===== src/rtl/seq_det_311.sv =====
// Moore detector for the serial pattern 1011 with a saturating detection counter.
// Define SEQ_DET_OVERLAP_EN to let the tail of a match start the next match.
module seq_det_311 #(
    parameter int CNT_W = 8
) (
    input  logic             clk,
    input  logic             reset_311,
    input  logic             din_311,
    input  logic             en_311,
    output logic             det_311,
    output logic [CNT_W-1:0] count_311,
    output logic [2:0]       state_311
);

    localparam logic [2:0] S0 = 3'd0;
    localparam logic [2:0] S1 = 3'd1;
    localparam logic [2:0] S2 = 3'd2;
    localparam logic [2:0] S3 = 3'd3;
    localparam logic [2:0] S4 = 3'd4;

    localparam logic [CNT_W-1:0] CNT_MAX = {CNT_W{1'b1}};
    localparam logic [CNT_W-1:0] CNT_ONE = {{(CNT_W-1){1'b0}}, 1'b1};

    logic [2:0]       state_r;
    logic [2:0]       next_state_s;
    logic             det_r;
    logic [CNT_W-1:0] count_r;
    logic             hit_s;
    logic             sat_s;

    // Next-state decode; illegal codes fall back to idle.
    always_comb begin
        next_state_s = S0;
        case (state_r)
            S0: begin
                if (din_311) next_state_s = S1;
                else         next_state_s = S0;
            end
            S1: begin
                if (din_311) next_state_s = S1;
                else         next_state_s = S2;
            end
            S2: begin
                if (din_311) next_state_s = S3;
                else         next_state_s = S0;
            end
            S3: begin
                if (din_311) next_state_s = S4;
                else         next_state_s = S2;
            end
            S4: begin
`ifdef SEQ_DET_OVERLAP_EN
                if (din_311) next_state_s = S1;
                else         next_state_s = S2;
`else
                if (din_311) next_state_s = S1;
                else         next_state_s = S0;
`endif
            end
            default: next_state_s = S0;
        endcase
    end

    assign hit_s = (next_state_s == S4);
    assign sat_s = (count_r == CNT_MAX);

    // det is registered alongside the state so it tracks state==S4 with no path from din.
    always_ff @(posedge clk or posedge reset_311) begin
        if (reset_311) begin
            state_r <= S0;
            det_r   <= 1'b0;
            count_r <= '0;
        end else if (en_311) begin
            state_r <= next_state_s;
            det_r   <= hit_s;
            if (hit_s && !sat_s) begin
                count_r <= count_r + CNT_ONE;
            end else begin
                count_r <= count_r;
            end
        end else begin
            state_r <= state_r;
            det_r   <= det_r;
            count_r <= count_r;
        end
    end

    assign det_311   = det_r;
    assign count_311 = count_r;
    assign state_311 = state_r;

endmodule

===== config.mk =====
export PLATFORM = sky130hd
export DESIGN_NAME = seq_det_311
export DESIGN_NICKNAME = d
export VERILOG_FILES = /design/src/rtl/seq_det_311.sv
export SDC_FILE = /design/constraint.sdc
export NUM_CORES = 1
export LEC_CHECK = 0
export BUFFER_PORTS_ARGS = -buffer_cell sky130_fd_sc_hd__buf_2
export CAP_MARGIN = 15
export CORE_MARGIN = 3
export CORE_UTILIZATION = 44
export DETAILED_ROUTE_END_ITERATION = 8
export PLACE_DENSITY = 0.69
export SETUP_SLACK_MARGIN = 0.02
export SYNTH_ARGS = -nofsm -noshare
export SYNTH_HDL_FRONTEND = slang
export SYNTH_SLANG_ARGS = --single-unit

===== constraint.sdc =====
create_clock -name clk -period 1.8 [get_ports clk]
set_input_delay 0.09 -clock clk [delete_from_list [all_inputs] [get_ports clk]]
set_output_delay 0.09 -clock clk [all_outputs]
set_load 0.01 [all_outputs]

# Word level (Yosys, flattened, before mapping)
# Cells that the tools add are included.
# classes
muxes	5
n_reduce_logical	5
eq_ne	6
n_addsub	1
# op_table
op	n
$pmux W3 S4	1
$add A8 B1 Y8 const B	1
$eq A8 B8 Y1 const B	1
$eq A3 B2 Y1 const B	2
$eq A3 B3 Y1 const B	2
$mux W2	2
$eq A3 B1 Y1 const B	1
$logic_not A3 Y1	1
$mux W3	1
$reduce_and A2 Y1	1
$reduce_or A2 Y1	1
$logic_and A1 B1 Y1	1
$logic_not A1 Y1	1
$mux W1	1
# totals
word_cells	20
regBits	12

# Logic depth before layout (Yosys ltp)
# Gate-level depths: netlist of the first run.
# logic_depth
depth_word	6
mapped_depth	5

# Worst setup path after synthesis of the first run
# Ideal clock, no wire load.
# synth_path
kind	register to register
from	register state_r[2], in the netlist state_311[2]
to	register count_r[7], in the netlist count_311[7]
path_stages_with_launch	6
t_arrival_ns	1.459
required_ns	1.675
n_path_buf	1
synth_period_minus_slack_ns	1.584
setup_slack_ns	0.216
cell_sequence	dfrtp_1 > nand2b_4 > or2_1 > buf_6 > nor3_1 > mux2_2
# synth_via
elab_chain_len	6
elab_cells_between_ends	10
# synth_lines
element	line_no	text
start: declaration	24	logic [2:0] state_r;
start signal: assignment	74	state_r <= next_state_s;
start signal: assignment	82	state_r <= state_r;
$eq A3 B3 Y1 / $logic_not A3 Y1 (equally long branches)	34	case (state_r)
$reduce_or A2 Y1 (no line)	--	
$pmux W3 S4 *	34	
$eq A3 B3 Y1 *	64	assign hit_s = (next_state_s == S4);
$logic_and A1 B1 Y1 *	76	if (hit_s && !sat_s) begin
$reduce_and A2 Y1 (no line) *	--	
end signal: assignment	77	count_r <= count_r + CNT_ONE;
end signal: assignment	79	count_r <= count_r;
end signal: assignment	84	count_r <= count_r;
end: declaration	27	logic [CNT_W-1:0] count_r;
# Mark *: on every way between the ends. The rest lies on a longest branch, timed or not.
# A chain may end at the register's enable or synchronous reset.

# Worst setup path after layout of the first run
# layout_path
from	register count_r[0], in the netlist count_311[0]
to	register count_r[1], in the netlist count_311[1]
# layout_via
elab_chain_len	4
elab_cells_between_ends	5
# layout_lines
element
parallel branches: the longest is 4 deep, another holds $add A8 B1 Y8
# Parallel ways; which one is timed is not known.

==> results of run 1 <==
path summary, 6_finish.rpt:
path / end / depth (start not counted) / slack, ps / startpoint
min in group asynchronous: state_311[0] / 3 / 360 / reset_311
min reg2reg: count_311[6] / 1 / 510 / count_311[6]
max in group asynchronous: count_311[3] / 3 / 1130 / reset_311
min: det_311 / 2 / 90 / en_311
max reg2reg: count_311[1] / 4 / 130 / count_311[0]
max: count_311[1] / 4 / 130 / count_311[0]
what timing repair did:
item,CTS,global route
hold buffers,1,0
hold endpoints to repair,12,0
endpoints found under the setup margin,0,0
metal layers:
layer	global-route usage	part of all wire
met1	0.157	0.49
met2	0.195	0.43
met3	0.0763	0.087
met4	0.0361	0
met5	0	0
placed cells by master, fill, tap and decap left out, drive strengths merged:
cell / instances
inv: 6
buf: 15
or2: 1
mux2: 3
nor2: 4
nor4: 2
dlygate4sd3: 1
dfrtp: 12
o21ai: 7
ha: 1
a32o: 1
nor3: 2
nand3: 4
nand2: 5
xnor2: 2
mux2i: 1
nand4: 3
xor2: 2
clkbuf: 3
a21oi: 1
nand2b: 1
state kept, by name (all words and copies together) (netlist names):
register and cells:
state_311 3, count_311 8, det_311 1
area by class of cell:
| class | count | share of cell area |
|---|---|---|
| Clock buffer | 3 | 0.0314 |
| Inverter | 6 | 0.0314 |
| Multi-Input combinational cell | 40 | 0.375 |
| Sequential cell | 12 | 0.419 |
| Tap cell | 14 | 0.0244 |
| Timing Repair Buffer | 16 | 0.119 |
cells by family after synthesis:
kind of cell,Yosys count,synth area share
flops,12,0.498
simple gates,22,0.212
xor+xnor,4,0.0581
mux,4,0.0726
buf+inv,7,0.0560
compound gates,9,0.0830
fa+ha+maj,1,0.0207
through the flow:
step	instance area, um2	setup slack [ps]
6_report	717	127
5_1_grt	717	24.4
4_1_cts	717	133
3_3_place_gp	684	179
3_5_place_dp	684	150
2_1_floorplan	603	216
where the power goes:
part | internal, W | switching (W) | total [W]
sequential | 0.000307 | 0.0000509 | 0.000358
combinational | 0.0000678 | 0.0000687 | 0.000137
clock | 0.0000773 | 0.0000791 | 0.000156
worst max-delay path: stages (launching register included):
cell	delay, ps
dfrtp_1	430
ha_1	220
nand3_1	190
o21ai_0	350
mux2_2	370
==> metrics.md, run 1 <==
| Metric | Value |
|---|---|
| Outcome | finished clean |
| Clock sink count | 12 |
| Sequential Area | 300 um2 |
| Die height | ~43 um |
| Fmax | around 600 MHz |
| First-pass GRT wire length | between 1.5 and 2 mm |
| Final Max Slew Viols | 0 |
| Total wire length | between 1 and 1.5 mm |
| Core area | between 1000 and 1500 um2 |
| Pwr Total | 0.000651 W |
| Placed insts | 87 |
| Largest net degree at the start of global routing | 13 |
| Max VDD drop | approximately 0.49 mV |
| Die Span X | between 40 and 50 um |
| Worst min-delay path class | primary input to flop |
| Footprint of the multi-input gates | approximately 270 um2 |
| Ant diodes | 0 |
| Row cnt | 12 |
| Leak pwr | between 0.3 and 0.4 nW |
| Worst Path Class, Setup | flop to flop |
| Iter 0 DRT Violations | 2 |
| WHS | between 80 and 90 ps |
| CTS resizes | 0 |
| Max-cap check violation count | 0 |
| Post-route setup TNS | 0 ps |
| Pwr/cell area | ~900 nW/um2 |
| Cts bufs inserted | 3 |
| TritonRoute pass-1 iters | 4 |
| Top_reg_cell synth | dfrtp_1 |
| Clock root cell | clkbuf_4 |
| Crit path capture type | flop |
| Vias per inst | 5.21 |
| Slew headroom | 0.704 |
| Number of flops mapped to enable cells by yosys | 0 |
| Vias post-DR | roughly 470 |
| Area growth from synthesis to layout | 18.9% |
| CTS clock-pin slew for the worst setup and hold paths | ~70 ps |
| Remaining antenna violation count | 0 |
| Leading area contributor after synthesis | dfrtp_1 |
| GRT overflow | 0 |
| Cells after Synth | just under 60 |
| Clock Latency Late Sink | between 200 and 300 ps |
| Sequential-to-total area share from yosys stat | 0.498 |
| Max H-tree Level | 1 |
| Synthesis Warnings | 0 |
| Initial antenna violation count | 0 |
| Synth top area cells | dfrtp_1 50%, o21ai_0 5.8%, mux2_2 5.6% |
| DP Wirelength | 799 um |
| Worst EP required | roughly 2000 ps |
| CP arrival | approximately 1800 ps |
| Mapped Avg Cell Area | about 10 um2 |
| CTS Buffer Depth | 2 |
| Setup bufs post-CTS | 0 |
| Tot GR Track Use | 0.130 |
| Final setup violation count | 0 |
| Top cells by count, synth | 12 x dfrtp_1, 7 x o21ai_0, 6 x inv_1, 5 x nand2_1 |
| Wire per inst | 11.7 um |
| Die area | 1850 um2 |
| Layout cells sized above 1 | 0.312 |
| Starting Density | 0.502 |
| Setup repair after global routing missed its margin | false |
| Most common cell in the synthesized netlist | dfrtp_1 |
| Library cells used by synthesis | 19 |
| DR DRC count | 0 |
| Mapped cell area | 603 um2 |
| Final Hold Viols | 0 |
| Syn_nets | 64 |
| GPL Wtd Cong | 0.769 |
| Nets | 84 |
| IO buf count | 15 |
| Max FO, Critical Path | 5 |
| Seq cells post-synth | 12 |
| Post-synth ARST share | 1.00 |
| CTS tree | built |
| Worst-Margin Slew | about 440 ps |
| Number of global-route vias before repair | slightly above 400 |
| Post-Layout Cell Count | between 90 and 100 |
| # IOs | 16 |
| # fillers | between 100 and 150 |
| End-of-flow core utilization | 0.597 |
| Final Critical Period | 1670 ps |
| Clock skew | roughly 7 ps |
| Crit path launch type | flop |
| Synth top area share | 0.498 |
| Fin crit share | 0.930 |
Power figures use the tool's default switching activity.
==> run 2: changes to the inputs <==
Settings changed: PLACE_DENSITY 0.69 to 0.71.
Clock period 1.8 ns to 1.4 ns, I/O delays scaled along.
==> run 2 against run 1 <==
  * Power increased by 61%
  * Sequential cell count did not move
  * Clock power up 84%
  * Sequential share of layout area fell by 8.4 points
  * Core utilization rose by 16 points
  * Cell count increased by 15%
  * First-iteration DRC count increased to 2.5 times the previous value
  * Largest power group unchanged
  * Highest routed layer is now met4
==> metrics.md, run 2 (synthesis results as in run 1) <==
| Metric | Value |
|---|---|
| Slew headroom | 0.695 (-0.00855) |
| Ant diodes | 0 (unchanged) |
| Placed cell area | 749 um2 (+9.5%) |
| End-of-flow core utilization | 0.752 (+0.155) |
| # fillers | 76 (-33%) |
| Placed insts | 93 (+6.9%) |
| CTS clock-pin slew for the worst setup and hold paths | 80 ps (about the same) |
| Fmax | 726 MHz (+21%) |
| Worst path max stage delay | 390 ps (-40 ps) |
| Clock Latency Late Sink | 280 ps (about the same) |
| Combinational Power Share | 0.297 (+0.087) |
| Iter 0 DRT Violations | 5 (+3) |
| Max H-tree Level | 1 (unchanged) |
| Max VDD drop | 0.970 mV (+98%) |
| Final setup violation count | 0 (unchanged) |
| Reg power frac | 0.430 (-0.120) |
| Leak pwr | 0.443 nW (+26%) |
| Most common cell after layout, fill and taps aside | buf_2 |
| TritonRoute pass-1 iters | 4 (unchanged) |
| Delay-heaviest family, CP | simple AND/OR/NAND/NOR gates |
| CTS tree | built |
| Clock root cell | clkbuf_4 |
| Worst-Margin Slew | 457 ps (+12.8 ps) |
| Fin crit share | 0.984 (+0.0546) |
| Initial antenna violation count | 0 (unchanged) |
| Worst-path cell chain | nand2b_4, or2_4, nor3_4, mux2_4 |
| Final Hold Viols | 0 (unchanged) |
| Max FO, Critical Path | 6 (+1) |
| Core area | 1200 um2 (unchanged) |
| Die Span X | 43.0 um (unchanged) |
| DR DRC count | 0 (unchanged) |
| Pwr/cell area | 1160 nW/um2 (+28%) |
| Die height | 43.0 um (unchanged) |
| Vias per inst | 5.36 (+2.9%) |
| Area growth from synthesis to layout | 49.8% |
| Remaining antenna violation count | 0 (unchanged) |
| Die area | 1850 um2 (unchanged) |
| Clock share of power | 0.273 (+0.033) |
| First-pass GRT wire length | 1.99 mm (+13%) |
| Vias post-DR | 563 (+19%) |
| Max FFs per register | 8 (unchanged) |
| IO buf count | 15 (unchanged) |
| Outcome | finished clean |
| # IOs | 16 (unchanged) |
| Wire per inst | 13.7 um (+17%) |
| Clock skew | 1.26 ps (-5.87 ps) |
| Final Max Slew Viols | 0 (unchanged) |
| Footprint of the multi-input gates | 342 um2 (+27%) |
| Max-cap check violation count | 0 (unchanged) |
| Nets | 97 (+15%) |
| Sequential Area | 303 um2 (+0.83%) |
| Tot GR Track Use | 0.142 (+0.0127) |
| CP arrival | 1550 ps (-270 ps) |
| Slowest-stage cell, CP | dfrtp_1 |
| Worst EP required | 1570 ps (-380 ps) |
| Largest net degree at the start of global routing | 13 (unchanged) |
| Number of global-route vias before repair | 479 (+17%) |
| CTS Buffer Depth | 2 (unchanged) |
| Crit path launch type | flop |
| Final Critical Period | 1380 ps (-295 ps) |
| Post-Layout Cell Count | 105 (+15%) |
| Crit path capture type | flop |
| DP Wirelength | 905 um (+13%) |
| Clock sink count | 12 (unchanged) |
| Switching component of the power | 0.000317 W (+60%) |
| Internal power | 0.000732 W (+62%) |
| Setup repair after global routing missed its margin | true |
| Worst min-delay path class | primary input to flop |
| Layout cells sized above 1 | 0.516 (+0.205) |
| Worst Path Class, Setup | flop to flop |
| Final Cell Area | 903 um2 (+26%) |
| GPL Wtd Cong | 0.763 (-0.77%) |
| GRT overflow | 0 (unchanged) |
| Row cnt | 12 (unchanged) |
| Cts bufs inserted | 3 (unchanged) |
| Net Sw Frac | 0.302 (-0.00301) |
| Most frequent cells in the layout | 15 x buf_2, 13 x buf_4, 10 x dfrtp_1 |
| CP Buf/Inv Count | 0 (unchanged) |
| Starting Density | 0.502 (unchanged) |
| Total wire length | 1.44 mm (+35%) |
==> run 2: power groups by stage <==
stage	sequential, W	combinational (W)	clock [W]
global route	0.000459	0.000337	0.000311
CTS	0.000453	0.000221	0.000280
detailed placement	0.000460	0.000213	0
floorplan	0.000481	0.0000837	0
global placement	0.000455	0.000208	0
finish	0.000451	0.000311	0.000287
==> run 2: timing repair <==
item,CTS,global route
gates resized for setup,2,9
pin swaps,0,7
endpoints found under the hold margin,12,0
setup buffers,0,7
hold buffers,1,0
setup endpoints to repair,5,7
==> run 2: area by class of cell <==
type	count	area share
tap	14	0.0194
inverter	6	0.0249
sequential	12	0.335
timing repair buffer	29	0.202
multi-input combinational	40	0.378
clock buffer	4	0.0402
==> run 2: through the flow <==
step	setup WS (ps)	TNS (ps)	hold WS [ps]	total power, W
final	22.3	0	76.7	0.00105
after global placement	24.5	0	101	0.000663
after floorplan	-59.1	-128	-65.4	0.000565
after global routing	-28.9	-63.9	64.8	0.00111
after detailed placement	-4.97	-13.3	101	0.000672
after CTS	25.7	0	64.8	0.000954
==> run 2: final timing paths <==
| check | slack [ps] | cells after the start | from | end |
|---|---|---|---|---|
| worst min register to register | 530 | 2 | det_311 | det_311 |
| max in group asynchronous | 730 | 3 | reset_311 | count_311[0] |
| worst max-delay path | 20 | 4 | state_311[2] | count_311[7] |
| worst min-delay path | 80 | 2 | en_311 | det_311 |
| min in group asynchronous | 330 | 3 | reset_311 | count_311[5] |
| worst max register to register | 20 | 4 | state_311[2] | count_311[7] |
==> run 2: per-layer routing <==
metal / GRT usage / up-vias / wire, um
met2: 0.237 / 18 / 739
met4: 0.0542 / 0 / 23
met1: 0.175 / 272 / 609
met5: 0 / - / 0
met3: 0.0381 / 5 / 64
li1: - / 268 / -
==> run 3: changes to the inputs <==
Settings changed: HOLD_SLACK_MARGIN set to 0.15.
==> run 3 against run 2 <==
  * First-iteration DRC count grew to 3.4 times the previous value
  * Core utilization up 1.7 points
  * Global-route usage grew 1.1 points
  * Hold slack gained 160 ps
  * Sequential share of layout area down 0.86 points
  * Sequential power about the same
  * Worst setup slack got worse by 13 ps
  * Power increased by 0.47%
==> metrics.md, run 3 (synthesis results as in run 1) <==
| Metric | Value |
|---|---|
| Outcome | finished clean |
| # IOs | 16 (unchanged) |
| DP Wirelength | 905 um (unchanged) |
| Slowest-stage cell, CP | dfrtp_1 |
| Cts bufs inserted | 3 (unchanged) |
| Most Crowded Layer GR | met2 |
| TritonRoute pass-1 iters | 4 (unchanged) |
| Grt met1 use | 0.193 (+0.0185) |
| Most frequent cells in the layout | 14 x buf_2, 11 x dfrtp_1, 11 x buf_4 |
| Final Critical Period | 1390 ps (+13.1 ps) |
| CTS clock-pin slew for the worst setup and hold paths | 80 ps (about the same) |
| First-pass GRT wire length | 2.13 mm (+7.3%) |
| FF-to-FF path depth | 4 (unchanged) |
| Clock sink count | 12 (unchanged) |
| Termination of the worst setup path | count_311[7] |
| Crit path from | state_311[2] |
| Ant diodes | 0 (unchanged) |
| # fillers | 78 (+2.6%) |
| Vias post-DR | 571 (+1.4%) |
| Starting Density | 0.502 (unchanged) |
| DR DRC count | 0 (unchanged) |
| Reg2Reg Setup Slack | 9 ps (about the same) |
| Footprint of the multi-input gates | 330 um2 (-3.3%) |
| Core area | 1200 um2 (unchanged) |
| Wire per inst | 14.7 um (+7.8%) |
| Clock skew | 4.97 ps (+3.71 ps) |
| Final setup violation count | 0 (unchanged) |
| Clock Latency Late Sink | 270 ps (about the same) |
| Worst EP required | 1560 ps (about the same) |
| Max-cap check violation count | 0 (unchanged) |
| Nets | 99 (+2.1%) |
| Max H-tree Level | 1 (unchanged) |
| Vias per inst | 5.34 (-0.47%) |
| Clock root cell | clkbuf_4 |
| Pwr/cell area | 1140 nW/um2 (-1.7%) |
| Number of global-route vias before repair | 504 (+5.2%) |
| Slew headroom | 0.692 (-0.00277) |
| RR Startpoint | state_311[2] |
| GR Util met2 | 0.254 (+0.0180) |
| Remaining antenna violation count | 0 (unchanged) |
| Area growth from synthesis to layout | 53.1% |
| Worst Path Class, Setup | flop to flop |
| Post-route setup TNS | 0 ps (unchanged) |
| Sequential Area | 302 um2 (-0.41%) |
| Fin crit share | 0.993 (+0.00934) |
| Delay-heaviest family, CP | simple AND/OR/NAND/NOR gates |
| Fmax | 719 MHz (-0.94%) |
| Max FO, Critical Path | 6 (unchanged) |
| Final Max Slew Viols | 0 (unchanged) |
| Die Span X | 43.0 um (unchanged) |
| Iter 0 DRT Violations | 17 (+12) |
| Worst min-delay path class | primary input to flop |
| CP Buf/Inv Count | 0 (unchanged) |
| Worst-Margin Slew | 461 ps (+4.14 ps) |
| Tot GR Track Use | 0.154 (+0.0114) |
| Worst-path cell chain | nand2b_4, or2_4, nor3_4, mux2_4 |
| Reg-to-reg critical path endpoint | count_311[7] |
| Max VDD drop | 1.03 mV (+6.0%) |
| Placed cell area | 749 um2 (unchanged) |
| Crit path launch type | flop |
| Leak pwr | 0.450 nW (+1.7%) |
| Final Cell Area | 923 um2 (+2.2%) |
| Die area | 1850 um2 (unchanged) |
| GPL Wtd Cong | 0.763 (unchanged) |
| Die height | 43.0 um (unchanged) |
| CP arrival | 1550 ps (about the same) |
| Most common cell after layout, fill and taps aside | buf_2 |
| Row cnt | 12 (unchanged) |
| Crit path capture type | flop |
| Setup repair after global routing missed its margin | true |
| CP Depth | 4 (unchanged) |
| Largest net degree at the start of global routing | 13 (unchanged) |
| Worst path max stage delay | 390 ps (about the same) |
| Layout cells sized above 1 | 0.484 (-0.0326) |
| Total wire length | 1.58 mm (+9.8%) |
| WHS | 240 ps (+163 ps) |
| Pwr Total | 0.00105 W (+0.47%) |
| CTS tree | built |
| CTS Buffer Depth | 2 (unchanged) |
| GRT overflow | 0 (unchanged) |
| IO buf count | 15 (unchanged) |
| Max FFs per register | 8 (unchanged) |
| Initial antenna violation count | 0 (unchanged) |
| Met3 GRT Util | 0.0381 (unchanged) |
| Final Hold Viols | 0 (unchanged) |
run 3: timing repair:
action / 4_1_cts / 5_1_grt
hold buffers: 4 / 0
setup endpoints to repair: 5 / 8
endpoints found under the hold margin: 16 / 0
pin swaps: 0 / 9
gates resized for setup: 2 / 9
setup buffers: 0 / 6
run 3: worst register-to-register path, stage by stage, from the launching register on:
cell and delay, ps:
dfrtp_1 390, nand2b_4 150, or2_4 300, nor3_4 130
mux2_4 310
run 3: worst min-delay path by stage:
| stage | end | start | cells past startpoint |
|---|---|---|---|
| after detailed placement | state_311[0] | reset_311 | 2 |
| after CTS | state_311[1] | en_311 | 3 |
| after global routing | state_311[1] | en_311 | 3 |
| final | state_311[1] | en_311 | 3 |
| after global placement | det_311 | reset_311 | 2 |
| after floorplan | count_311[1] | reset_311 | 1 |
run 3: area by class of cell:
type / instances / share of cell area
clock buffers: 4 / 0.0393
inverters: 6 / 0.0244
multi-input cells: 40 / 0.358
flip-flops and latches: 12 / 0.327
well taps: 14 / 0.0190
repair buffers: 31 / 0.233
run 3: routing by layer:
layer,wire length [um],part of all wire
met5,0,0
met4,8,0.0051
met1,713,0.45
met2,789,0.50
met3,65,0.041
run 3: power by group:
part | switching [W] | leakage (nW) | internal, W
logic | 0.000143 | 0.278 | 0.000184
registers | 0.0000539 | 0.151 | 0.000398
clock network | 0.000117 | 0.0210 | 0.000158
total | 0.000315 | 0.450 | 0.000740
run 3: metrics by stage:
step | worst slack [ps] | util | std cells
floorplan | -59.1 | - | 59
global placement | 24.5 | 0.624 | 93
detailed placement | -4.97 | 0.624 | 93
CTS | 25.7 | 0.694 | 101
global route | -53.0 | 0.769 | 107
finish | 9.22 | 0.769 | 107
